<file path="src/rtl/req_encoder_pkg.sv">
// Shared sizing and state encoding for the request encoder.
package enc_pkg;
  localparam int N_REQ = 8;
  localparam int IDX_W = $clog2(N_REQ);

  typedef enum logic {IDLE, PRESENT} enc_state_t;
endpackage

</file>
<file path="src/rtl/req_encoder_if.sv">
// Valid/ready index channel from the encoder to its single consumer.
interface req_encoder_if;
  logic                      out_valid;
  logic                      out_ready;
  logic [enc_pkg::IDX_W-1:0] out_idx;

  modport master (output out_valid, output out_idx, input out_ready);
  modport slave  (input out_valid, input out_idx, output out_ready);
endinterface

</file>
<file path="src/rtl/req_encoder_prio_enc8.sv">
// Lowest-set-bit finder: bit 0 has the highest priority.
module prio_enc8
  import enc_pkg::*;
(
  input  logic [N_REQ-1:0] req,
  output logic [IDX_W-1:0] idx,
  output logic             any
);

  // Scan from the top so the lowest set bit is the last one written.
  always_comb begin
    idx = '0;
    any = |req;
    for (int i = N_REQ - 1; i >= 0; i--) begin
      if (req[i]) idx = IDX_W'(i);
    end
  end

endmodule

</file>
<file path="src/rtl/req_encoder.sv">
// Registered 8-to-3 request encoder: collects request strobes into a pending
// register and presents the lowest pending index on a valid/ready channel.
module req_encoder
  import enc_pkg::*;
(
  input  logic             clk,
  input  logic             rst_n,
  input  logic [N_REQ-1:0] req_in,
  req_encoder_if.master    out,
  output logic [N_REQ-1:0] pending,
  output logic             overflow
);

  enc_state_t       state;
  logic             valid_q;
  logic [IDX_W-1:0] idx_q;

  logic [N_REQ-1:0] dec_mask;
  logic [N_REQ-1:0] clr_mask;
  logic [N_REQ-1:0] cand;
  logic             hs;
  logic [IDX_W-1:0] idle_idx;
  logic             idle_any;
  logic [IDX_W-1:0] next_idx;
  logic             next_any;

  assign out.out_valid = valid_q;
  assign out.out_idx   = idx_q;

  assign hs = valid_q & out.out_ready;

  // Inline 3-to-8 decode of the presented index.
  always_comb begin
    dec_mask         = '0;
    dec_mask[idx_q]  = 1'b1;
  end

  assign clr_mask = hs ? dec_mask : '0;
  // Next candidate comes from the registered pending only; same-cycle
  // requests become selectable one cycle later.
  assign cand     = pending & ~dec_mask;

  prio_enc8 u_sel_idle (.req(pending), .idx(idle_idx), .any(idle_any));
  prio_enc8 u_sel_next (.req(cand),    .idx(next_idx), .any(next_any));

  // Pending/overflow bookkeeping and the IDLE/PRESENT controller.
  always_ff @(posedge clk) begin
    if (!rst_n) begin
      pending  <= '0;
      overflow <= 1'b0;
      state    <= IDLE;
      valid_q  <= 1'b0;
      idx_q    <= '0;
    end else begin
      // A request re-hitting the bit being cleared is a fresh request, not a merge.
      pending  <= (pending & ~clr_mask) | req_in;
      overflow <= |(req_in & pending & ~clr_mask);
      case (state)
        IDLE: begin
          valid_q <= 1'b0;
          if (idle_any) begin
            idx_q   <= idle_idx;
            valid_q <= 1'b1;
            state   <= PRESENT;
          end
        end
        PRESENT: begin
          // Index holds while stalled, even if a higher-priority request lands.
          if (out.out_ready) begin
            if (next_any) begin
              idx_q <= next_idx;
            end else begin
              valid_q <= 1'b0;
              state   <= IDLE;
            end
          end
        end
        default: begin
          valid_q <= 1'b0;
          state   <= IDLE;
        end
      endcase
    end
  end

endmodule

</file>
<file path="src/flat_wrapper.sv">
// flat-port wrapper written by rule: the top's interface ports become plain ports
module req_encoder_flat import enc_pkg::*;
  (clk, rst_n, req_in, pending, overflow, out_out_valid, out_out_idx, out_out_ready);
  req_encoder_if out_i ();
  input  logic clk;
  input  logic rst_n;
  input  logic [N_REQ-1:0] req_in;
  output logic [N_REQ-1:0] pending;
  output logic overflow;
  output wire logic [$bits(out_i.out_valid)-1:0] out_out_valid;
  output wire logic [$bits(out_i.out_idx)-1:0] out_out_idx;
  input wire logic [$bits(out_i.out_ready)-1:0] out_out_ready;
  assign out_out_valid = out_i.out_valid;
  assign out_out_idx = out_i.out_idx;
  assign out_i.out_ready = out_out_ready;
  req_encoder u_core (.clk(clk), .rst_n(rst_n), .req_in(req_in), .out(out_i), .pending(pending), .overflow(overflow));
endmodule
</file>
<file path="config.mk">
export PLATFORM = sky130hd
export DESIGN_NAME = req_encoder_flat
export DESIGN_NICKNAME = d
export VERILOG_FILES = /design/src/rtl/req_encoder_pkg.sv /design/src/rtl/req_encoder_if.sv /design/src/rtl/req_encoder_prio_enc8.sv /design/src/rtl/req_encoder.sv /design/src/flat_wrapper.sv
export SDC_FILE = /design/constraint.sdc
export NUM_CORES = 1
export LEC_CHECK = 0
export ABC_AREA = 1
export CAP_MARGIN = 20
export CORE_UTILIZATION = 42
export CTS_CLUSTER_SIZE = 20
export DETAILED_ROUTE_END_ITERATION = 10
export PLACE_DENSITY = 0.74
export SKIP_LAST_GASP = 1
export SLEW_MARGIN = 5
export SYNTH_ARGS = -nofsm -noshare
export SYNTH_HDL_FRONTEND = slang
export SYNTH_SLANG_ARGS = --single-unit
</file>
<file path="constraint.sdc">
create_clock -name clk -period 1.2 [get_ports clk]
set_input_delay 0.24 -clock clk [delete_from_list [all_inputs] [get_ports clk]]
set_output_delay 0.24 -clock clk [all_outputs]
set_load 0.1 [all_outputs]
</file>
==> results.md <==
- Post-Synth Adder-Cell Area: 0
- Die width: 47.8 um
- Congestion Overflow GR: 0
- R2r setup slk: -0.29 ns
- Post-synthesis sequential area ratio: 0.318
- Netlist Area Pre-Place: about 880 um2
- Ys Warns: 0
- Vias per inst: ~5.9
- Asr flop ratio synth: 0
- CTS max path bufs: 2
- ANT cells: 0
- Synth Area in Simple Gates: 0.420
- Wirelength, routed: ~4400 um
- Setup repair after global routing missed its margin: yes
- Hold Crit Class: reg2reg
- Max H-tree Level: 1
- Crit-path cells: inv_6 > nand3_2 > nand2_2 > nand2_2 > nor2_4 > nand2_2 > nand2_4 > buf_6 > nand2_1 > nand2_1 > a21oi_2
- FF+latch area: ~330 um2
- Vias in the first global route: 1069
- Crit path DAT: roughly 1.7 ns
- DRT iter0 DRCs: 95
- DIE AREA: 2290 um2
- CP Class: reg2reg
- Layout cells sized above 1: 0.529
- Post-synthesis area per instance: approximately 6.2 um2
- Worst-path fanout max: 6
- Post-synthesis cell type count: 20
- Worst Skew: 0.00749 ns
- Post-synth net total: approximately 150
- Num CTS Buffers: 3
- # setup viols final: 15
- Mapped Cells: between 100 and 150
- Least-Margin Pin Slew: 0.255 ns
- Area grow syn2layout: 108%
- Number of max-cap violations: 0
- Die Span Y: 47.8 um
- Buffers on Ports: 23
- Initial core utilization: 0.450
- DR WL/cell: between 15 and 20 um
- TritonCTS clock tree: yes
- Type of origin of the critical path: flip-flop
- Worst setup margin: -0.293 ns
- Mux cell area share after synthesis: 0
- Initial antenna violation count: 0
- Commonest non-fill, non-tap cells in the layout: nand2_1, buf_4, inv_1, nand2_2, nor2_1
- Worst VDD drop: 0.979 mV
- Setup WS pre-CTS: -0.439 ns
- Area of the multi-input gates: around 650 um2
- DP HPWL: about 2300 um
- Hold violation count in the final report: 0
- Biggest area consumer among synthesized cells: dfxtp_1
- Main flop type after synthesis: dfxtp_1
- Leak pwr: 0.000879 uW
- Slowest cell on the critical path: dfxtp_4
- Row Count: 16
- FF+latch count, synth: 14
- Worst-skew pair later-pin latency: 0.30 ns
- Critical Path RT: between 1 and 1.5 ns
- Synth area leaders: dfxtp_1, nand2_1, inv_1
- Final instance area: 1840 um2
- Status: complete, but fails checks
- Routed Antenna Nets: 0
- Post-synth top area share: 0.318
- Core area: around 2000 um2
- Max-slew violations: 0
- Power Density: ~1200 nW/um2
- Period minus WS final: between 1 and 1.5 ns
- Post-synth EDFFs: 0
- Sink Count: 14
- FILL cells: 68
- Synth Area in XOR/XNOR: 0
- Area after DPL: 1520 um2
- Post-synthesis compound-gate area fraction: 0.160
- Max Fclk: between 0.6 and 0.7 GHz
- Rel. slew slack: 0.829
- Final clock period utilization by the worst path: 1.24
- Fin nets: 220
- DRT Pass-1 Iters: 7
- Worst-path clk slew: roughly 0.10 ns
- Largest net degree at the start of global routing: 9
- CP bufs+invs: 2
- Worst path most repeated cell: nand2_2
- Total GRT Usage: 0.303
- Hold Slack: between 0.5 and 0.6 ns
- Gpl congestion: 0.891
- Slowest stage delay, CP: between 0.4 and 0.5 ns
- DR vias: about 1400
- Failing checks: setup timing
- Total power: 2270 uW
- First-pass GRT wire length: 4660 um
- DR DRC count: 0
- Largest family of logic cells by synthesized area: simple AND/OR/NAND/NOR gates
- Io pins: 24
- Root buffer cell: clkbuf_4
- Delay-heaviest family, CP: simple AND/OR/NAND/NOR gates
- Worst Setup End Kind: flip-flop
- Hold Buf Count CTS: 0
## final cells by class
| class | count | area share |
|---|---|---|
| Tap cell | 27 | 0.0184 |
| Sequential cell | 14 | 0.177 |
| Multi-Input combinational cell | 104 | 0.355 |
| Clock inverter | 1 | 0.00204 |
| Clock buffer | 3 | 0.0123 |
| Inverter | 23 | 0.0551 |
| Timing Repair Buffer | 63 | 0.380 |
## per-layer routing
metal	up-vias	part of all wire	GRT usage
li1	583	-	-
met1	625	0.35	0.345
met2	133	0.49	0.519
met3	42	0.093	0.0679
met4	0	0.066	0.172
met5	-	0	0
## through the flow
stage | std cells | util | setup TNS (ns)
detailed placement | 215 | 0.776 | -2.85
global route | 235 | 0.937 | -2.83
finish | 235 | 0.937 | -2.13
floorplan | 142 | - | -1.11
global placement | 215 | 0.776 | -2.17
CTS | 224 | 0.839 | -1.17
## power breakdown
part           switching (uW)  total [uW]  internal, uW
Sequential                120         638           518
Clock                     191         312           121
Combinational             769        1320           554
Total                    1080        2270          1190
## synth_stat cells, types with 2 or more instances
cell	number
nand3_1	12
nand2_1	37
nor2_2	2
dfxtp_1	14
nor3_1	2
nand2_4	3
nand2_2	9
nor2_1	14
inv_1	20
inv_2	3
o21ai_0	12
o22ai_1	2
a21oi_1	5
## sequential cells by signal (all words and copies together), names as in the netlist
| signal | cells |
|---|---|
| u_core.pending | 8 |
| u_core.out.out_idx | 3 |
| u_core.out.out_valid | 1 |
| u_core.overflow | 1 |
| u_core.state | 1 |
## cell families after synthesis
| kind of cell | after synthesis |
|---|---|
| buf+inv | 24 |
| compound gates | 24 |
| simple gates | 80 |
| flops | 14 |
## worst reg2reg max path: cells and delay by family (launching register included)
family | cells | cell delay, ns
simple gates | 8 | 0.72
flops | 1 | 0.41
buf+inv | 2 | 0.20
compound gates | 1 | 0.07
## final timing paths
kind,from,endpoint,cells after the start
setup / recovery,u_core.out.out_idx[2],u_core.out.out_valid,11
setup reg to reg,u_core.out.out_idx[2],u_core.out.out_valid,11
hold / removal,u_core.out.out_valid,u_core.out.out_valid,2
hold reg to reg,u_core.out.out_valid,u_core.out.out_valid,2
## timing repair
| item | 4_1_cts | 5_1_grt |
|---|---|---|
| gates resized for setup | 22 | 30 |
| setup endpoints to repair | 15 | 18 |
| hold endpoints to repair | 0 | 0 |
| pin swaps | 5 | 15 |
| setup buffers | 5 | 12 |
(Power assumes the default switching activity.)
